File: src/rtl/vga_sync_gen.sv
// ============================================================================
// Module      : vga_sync_gen
// Description : Raster timing source for an 800x480 panel/DAC path.
//               Free-running horizontal/vertical pixel counters are exported
//               undelayed (vga_h / vga_v / frame_start) so a downstream frame
//               store can fetch pixels. hsync / vsync / de are decoded from the
//               same counters and pushed through a PIPE_DELAY-deep register
//               line so they line up with the registered pixel that the frame
//               store returns.
// Optional    : VGA_SYNC_FRAME_COUNT_EN - when defined, frame_count counts
//               completed frames (16-bit, wrapping). When undefined,
//               frame_count is tied to zero and no counter is built.
// Ports       :
//   clk          in   1   pixel clock
//   reset        in   1   synchronous, active-high reset
//   vga_h        out  11  horizontal count 0..H_TOTAL-1 (undelayed)
//   vga_v        out  11  vertical count 0..V_TOTAL-1 (undelayed)
//   frame_start  out  1   high while vga_h==0 && vga_v==0 (undelayed)
//   hsync        out  1   horizontal sync, HS_POL active, PIPE_DELAY late
//   vsync        out  1   vertical sync, VS_POL active, PIPE_DELAY late
//   de           out  1   display enable, PIPE_DELAY late
//   frame_count  out  16  completed-frame counter (optional, else 0)
// Revision    : 1.0 - initial release
// ============================================================================
`default_nettype none

module vga_sync_gen #(
  parameter int H_ACTIVE   = 800,
  parameter int H_FP       = 40,
  parameter int H_SYNC     = 128,
  parameter int H_BP       = 88,
  parameter int V_ACTIVE   = 480,
  parameter int V_FP       = 13,
  parameter int V_SYNC     = 3,
  parameter int V_BP       = 29,
  parameter bit HS_POL     = 1'b0,
  parameter bit VS_POL     = 1'b0,
  parameter int PIPE_DELAY = 2
) (
  input  logic        clk,
  input  logic        reset,
  output logic [10:0] vga_h,
  output logic [10:0] vga_v,
  output logic        frame_start,
  output logic        hsync,
  output logic        vsync,
  output logic        de,
  output logic [15:0] frame_count
);

  // --------------------------------------------------------------------------
  // Timing constants (11-bit so every compare is a plain unsigned compare)
  // --------------------------------------------------------------------------
  localparam int c_H_TOTAL_I = H_ACTIVE + H_FP + H_SYNC + H_BP;
  localparam int c_V_TOTAL_I = V_ACTIVE + V_FP + V_SYNC + V_BP;

  localparam logic [10:0] c_H_LAST   = 11'(c_H_TOTAL_I - 1);
  localparam logic [10:0] c_V_LAST   = 11'(c_V_TOTAL_I - 1);
  localparam logic [10:0] c_H_ACT    = 11'(H_ACTIVE);
  localparam logic [10:0] c_V_ACT    = 11'(V_ACTIVE);
  localparam logic [10:0] c_HS_BEG   = 11'(H_ACTIVE + H_FP);
  localparam logic [10:0] c_HS_END   = 11'(H_ACTIVE + H_FP + H_SYNC);
  localparam logic [10:0] c_VS_BEG   = 11'(V_ACTIVE + V_FP);
  localparam logic [10:0] c_VS_END   = 11'(V_ACTIVE + V_FP + V_SYNC);

  // Delay-line word is {hsync level, vsync level, de}; idle is sync inactive.
  localparam logic [2:0]  c_DL_IDLE  = {~HS_POL, ~VS_POL, 1'b0};

  // --------------------------------------------------------------------------
  // Elaboration-time parameter checks
  // --------------------------------------------------------------------------
  if ((PIPE_DELAY < 1) || (PIPE_DELAY > 4)) begin : g_chk_pipe_delay
    $error("vga_sync_gen: PIPE_DELAY must be in 1..4");
  end

  if ((c_H_TOTAL_I >= 2048) || (c_V_TOTAL_I >= 2048)) begin : g_chk_totals
    $error("vga_sync_gen: H/V totals must stay below 2048");
  end

  // --------------------------------------------------------------------------
  // Pixel / line counters
  // --------------------------------------------------------------------------
  logic [10:0] r_h;
  logic [10:0] r_v;
  logic        w_h_last;
  logic        w_v_last;

  assign w_h_last = (r_h == c_H_LAST);
  assign w_v_last = (r_v == c_V_LAST);

  always_ff @(posedge clk) begin
    if (reset) begin
      r_h <= 11'd0;
      r_v <= 11'd0;
    end else if (w_h_last) begin
      // End of line: h wraps and v advances on the same edge.
      r_h <= 11'd0;
      r_v <= w_v_last ? 11'd0 : (r_v + 11'd1);
    end else begin
      r_h <= r_h + 11'd1;
    end
  end

  assign vga_h       = r_h;
  assign vga_v       = r_v;
  // Decoded straight from the counters, so it is also high throughout reset.
  assign frame_start = (r_h == 11'd0) && (r_v == 11'd0);

  // --------------------------------------------------------------------------
  // Raw decode of the current counter values
  // --------------------------------------------------------------------------
  logic       w_hs_raw;
  logic       w_vs_raw;
  logic       w_de_raw;
  logic [2:0] w_dl_in;

  assign w_hs_raw = (r_h >= c_HS_BEG) && (r_h < c_HS_END);
  assign w_vs_raw = (r_v >= c_VS_BEG) && (r_v < c_VS_END);
  assign w_de_raw = (r_h < c_H_ACT) && (r_v < c_V_ACT);

  // Polarity is applied before the delay line so the outputs are pure flops.
  assign w_dl_in  = {(w_hs_raw ? HS_POL : ~HS_POL),
                     (w_vs_raw ? VS_POL : ~VS_POL),
                     w_de_raw};

  // --------------------------------------------------------------------------
  // Alignment delay line: stage k holds the decode from k+1 clocks ago
  // --------------------------------------------------------------------------
  logic [2:0] r_dl [PIPE_DELAY];

  always_ff @(posedge clk) begin
    if (reset) begin
      for (int k = 0; k < PIPE_DELAY; k++) begin
        r_dl[k] <= c_DL_IDLE;
      end
    end else begin
      r_dl[0] <= w_dl_in;
      for (int k = 1; k < PIPE_DELAY; k++) begin
        r_dl[k] <= r_dl[k-1];
      end
    end
  end

  assign hsync = r_dl[PIPE_DELAY-1][2];
  assign vsync = r_dl[PIPE_DELAY-1][1];
  assign de    = r_dl[PIPE_DELAY-1][0];

  // --------------------------------------------------------------------------
  // Optional completed-frame counter
  // --------------------------------------------------------------------------
`ifdef VGA_SYNC_FRAME_COUNT_EN
  logic [15:0] r_frame_count;

  always_ff @(posedge clk) begin
    if (reset) begin
      r_frame_count <= 16'h0000;
    end else if (w_h_last && w_v_last) begin
      // Counts on the edge where both counters return to 0; wraps at 0xFFFF.
      r_frame_count <= r_frame_count + 16'd1;
    end
  end

  assign frame_count = r_frame_count;
`else
  assign frame_count = 16'h0000;
`endif

endmodule

`default_nettype wire
File: config.mk
export PLATFORM = sky130hd
export DESIGN_NAME = vga_sync_gen
export DESIGN_NICKNAME = d
export VERILOG_FILES = /design/src/rtl/vga_sync_gen.sv
export SDC_FILE = /design/constraint.sdc
export NUM_CORES = 1
export LEC_CHECK = 0
export CAP_MARGIN = 20
export CORE_MARGIN = 2
export CORE_UTILIZATION = 50
export CTS_CLUSTER_SIZE = 14
export DETAILED_ROUTE_END_ITERATION = 10
export HOLD_SLACK_MARGIN = 0.1
export PLACE_DENSITY = 0.95
export SYNTH_ARGS = -nofsm -noshare
export SYNTH_HDL_FRONTEND = slang
export SYNTH_SLANG_ARGS = --single-unit
File: constraint.sdc
create_clock -name clk -period 5.1 [get_ports clk]
set_input_delay 1.02 -clock clk [delete_from_list [all_inputs] [get_ports clk]]
set_output_delay 1.02 -clock clk [all_outputs]
set_load 0.03 [all_outputs]
# Yosys cells after proc, flatten, opt, wreduce, memory -nomap -nowiden
# Memory sizes are Yosys's and may differ from the RTL's.
# Cells that the tools add are included.
# word_totals
out_inout_bits,42
n_memories,1
ram_bits,6
ff_bits,22
elab_cells,30
# mem_list
name,depth,word_bits,read_ports,rd_clocked_by_memory_dff,wr,line_no,text
r_dl,2,3,2,0,2,129,logic [2:0] r_dl [PIPE_DELAY];
# classes
n_lt_le_gt_ge,6
eq_ne,2
n_addsub,2
n_reduce_logical,7
bitwise_logic,2
n_mux,8
# ops
op,count
$add 11x1->11 const B,2
$logic_not 11->1,2
$lt 11x10->1 const B,2
$lt 11x9->1 const B,2
$eq 11x10->1 const B,1
$eq 11x11->1 const B,1
$ge 11x10->1 const B,1
$ge 11x9->1 const B,1
$mux 11,1
$mux 3,2
$mux 1,5
$logic_and 1x1->1,4
$or 1x1->1,2
$reduce_or 2->1,1

# Longest topological paths before layout
# depth
ltp_word,4
ltp_mapped,6

# Least setup slack after synthesis
# Ideal clock, no wire load.
# synth_timing
path_kind,register -> output
from,reg r_v[2] (netlist: vga_v[2])
to,out frame_start
path_stages_with_launch,5
slack_ns,2.329
arrival_ns,1.751
required_time_ns,4.080
n_path_buf,1
path_cell_list,dfxtp_1 -> clkbuf_1 -> or4b_2 -> nor3_1 -> and4_1
# synth_between
elab_chain_cells,2
# synth_rtl
element,line_no,text
from (decl),84,logic [10:0] r_v;
from (signal assigned),98,r_v <= w_v_last ? 11'd0 : (r_v + 11'd1);
$logic_not 11->1,107,assign frame_start = (r_h == 11'd0) && (r_v == 11'd0);
$logic_and 1x1->1,107,
to (decl),44,"output logic frame_start,"
# No other way between the ends.

# Final worst setup path
# layout_timing
from,reg r_h[0] (netlist: vga_h[0])
to,out frame_start
# layout_between
elab_chain_cells,2
# layout_rtl
element,line_no,text
from (decl),83,logic [10:0] r_h;
from (signal assigned),100,r_h <= r_h + 11'd1;
$logic_not 11->1,107,
$logic_and 1x1->1,107,
# No other way between the ends.

==> results.md <==
- Status: completed
- Core Area: 2780 sq um
- Post-CTS setup repair buffer count: 0
- Psw: 0.0000984 W
- # DRC: 0
- VDD IR max: 200 uV
- Initial antenna violation count: 0
- Total power: 0.000412 W
- Layout cells sized above 1: about 6.3%
- Slew at the pin with the worst max-slew slack: 0.834 ns
- Slew headroom: 43.9%
- Critical Path AT: between 2 and 3 ns
- Layout Nets: 199
- Post-synthesis sequential area ratio: 38.0%
- Fin crit period: 3.53 ns
- Clock Tree Root: clkbuf_4
- Post-synth top flop: dfxtp_1
- Clk sink count: 28
- Lkg Pwr: about 0.61 nW
- Die X: a little under 60 um
- H-tree depth: 1
- Vias/cell: 5.39
- CP max-delay cell: clkdlybuf4s50_1
- Distinct cell type count after synthesis: 38
- Post-route ant nets: 0
- Clk pin slew, worst setup/hold paths: approximately 0.15 ns
- CP max stage delay: 0.67 ns
- Slack of the critical path: 1.57 ns
- Final worst path period share: ~70%
- CTS tree: done
- Syn Std Cell Area: 1480 sq um
- Total number of vias: about 1200
- CP cell instances: inv_1 > ha_1 > or4b_2 > nor3_1 > and4_1 > clkdlybuf4s50_1
- Sw frac: a little under a quarter
- Max Cap Viol: 0
- Hold Crit Class: register to register
- Worst slack, placed: approximately 1.9 ns
- FILL cells: around 250
- RSZ-0062 raised after global routing: false
- Crit path max fanout: 6
- HPWL after detailed placement: 2100 um
- Setup violators final: 0
- Pin count of the biggest net entering global routing: 24
- Global placement routability congestion: 0.828
- Endpoint type of the worst setup path: output pin
- Largest cells by area after synthesis: dfxtp_1 (38%), buf_4 (8.1%), ha_1 (4.2%), xnor2_1 (3.6%), xor2_1 (3.6%)
- First-pass GRT wire length: 4820 um
- Yosys top cell area share: 38.0%
- IO buf count: 27
- Flop pwr share: 54.6%
- Vias in the first global route: 996
- Clock Tree Buf Depth: 2
- Cts repair resizes: 0
- Clock share of power: between 30% and 40%
- Synth warn: 0
- Die Span Y: around 60 um
- Commonest non-fill, non-tap cells in the layout: dfxtp_1 (28), clkdlybuf4s50_1 (27), conb_1 (16)
- Most common cell after layout, fill and taps aside: dfxtp_1
- Final Hold Viols: 0
- Async S/R FF share, synth: 0%
- Pint: ~0.00031 W
- Core Rows: 19
- Total CTS buffers: 3
- Combinational fraction of design power: 10.4%
- Area Growth Syn to Fin: 17.4%
- PwrDens: around 240 nW/um^2
- Drt total wl: 2910 um
- F_max: 0.283 GHz
- Drt wl/cell: 13.1 um
- Dpl cell area: 1680 sq um
- Starting Density: 53.0%
- Clk Latency, worst-skew pair: 0.32 ns
- Initial DRT Pass Iterations: 4
- Clock skew after layout: 0.00209 ns
- Number of flops mapped to enable cells by yosys: 0
- Die area: approximately 3400 sq um
- Largest area contributor in the netlist: dfxtp_1
- Max Slew Vio Count: 0
- DR iter-0 viols: 43
- Multi-input logic area: 791 sq um
- FF+latch count, synth: 28
- Inserted Diodes: 0
- Util after Layout: 62.3%
- CTS hold repair buffers: 0
- Mapped Cells: around 170
- Critical Path RT: 4.08 ns
- Worst setup SP type: register
- Synth Area per Inst: about 9 sq um
- Crit Path Category: register to output pin
- Final setup TNS: 0 ns
- GRT Util Overall: between 10% and 20%
- # IOs: 44
- Final design area excluding fillers: 1730 sq um
- FF/Latch Area: roughly 560 sq um
- GRT overflow: 0
## metal layers
layer / wire, um / vias to the layer above / GRT usage [%] / part of all wire (%)
met5: 0 / - / 0 / 0
met4: 25 / 0 / 3.99 / 0.86
met3: 135 / 4 / 2.64 / 4.6
met2: 1340 / 37 / 29.7 / 46
met1: 1410 / 539 / 25.4 / 48
li1: - / 617 / - / -
## cell usage after synthesis (2+ instances only)
master	instances
nand2_1	8
nor2b_1	2
and3_1	2
xor2_1	6
xnor2_1	6
a21oi_1	8
buf_4	16
inv_1	5
or2_2	3
nor3_1	9
or4_4	2
or4_1	3
nor2_1	11
dfxtp_1	28
nand4_1	5
nor4_1	8
buf_6	2
o311ai_0	2
clkbuf_1	5
nand3_1	10
and4_1	4
ha_1	5
o31ai_1	3
## metrics by stage
| stage | hold WS [ns] | std cells |
|---|---|---|
| 2_1_floorplan | 0.389 | 183 |
| 3_3_place_gp | 0.390 | 218 |
| 3_5_place_dp | 0.400 | 218 |
| 4_1_cts | 0.434 | 222 |
| 5_1_grt | 0.453 | 222 |
| 6_report | 0.429 | 222 |
## cell type report
class | instances | share of cell area, %
clock buffers | 3 | 1.30
clock inverters | 1 | 1.73
inverters | 5 | 1.08
multi-input cells | 127 | 45.7
flip-flops and latches | 28 | 32.4
well taps | 31 | 2.24
repair buffers | 27 | 15.6
## critical path, delay by kind of cell (launching register included)
kind | cells | cell delay [ns]
AND/OR/NAND/NOR | 3 | 0.95
buffers and inverters | 2 | 0.74
flip-flops | 1 | 0.38
adder cells (fa/ha/maj) | 1 | 0.12
## path summary, 6_finish.rpt
path              start           to  slack (ns)  depth (start not counted)
min reg2reg  r_dl[0][2]   r_dl[0][5]        0.43                          1
max            vga_h[0]  frame_start        1.57                          6
min          r_dl[0][2]   r_dl[0][5]        0.43                          1
max reg2reg    vga_h[6]     vga_v[8]        2.78                          4
## cell families after synthesis
| family | Yosys count | share of synthesized area (%) |
|---|---|---|
| simple gates | 76 | 30.3 |
| fa+ha+maj | 5 | 4.24 |
| flops | 28 | 38.0 |
| other cells | 1 | 0.254 |
| compound gates | 18 | 7.89 |
| xor+xnor | 12 | 7.12 |
| buf+inv | 28 | 12.2 |
## flip-flops by register name, indices dropped and copies added (netlist names)
signal	flops
r_dl	6
vga_v	11
vga_h	11
## power groups by stage
| stage | clock network, W | logic, W | registers (W) |
|---|---|---|---|
| floorplan | 0 | 0.0000372 | 0.000234 |
| global placement | 0 | 0.0000425 | 0.000229 |
| detailed placement | 0 | 0.0000427 | 0.000229 |
| CTS | 0.000146 | 0.0000428 | 0.000225 |
| global route | 0.000156 | 0.0000453 | 0.000225 |
| finish | 0.000144 | 0.0000429 | 0.000225 |
(Power assumes the default switching activity.)
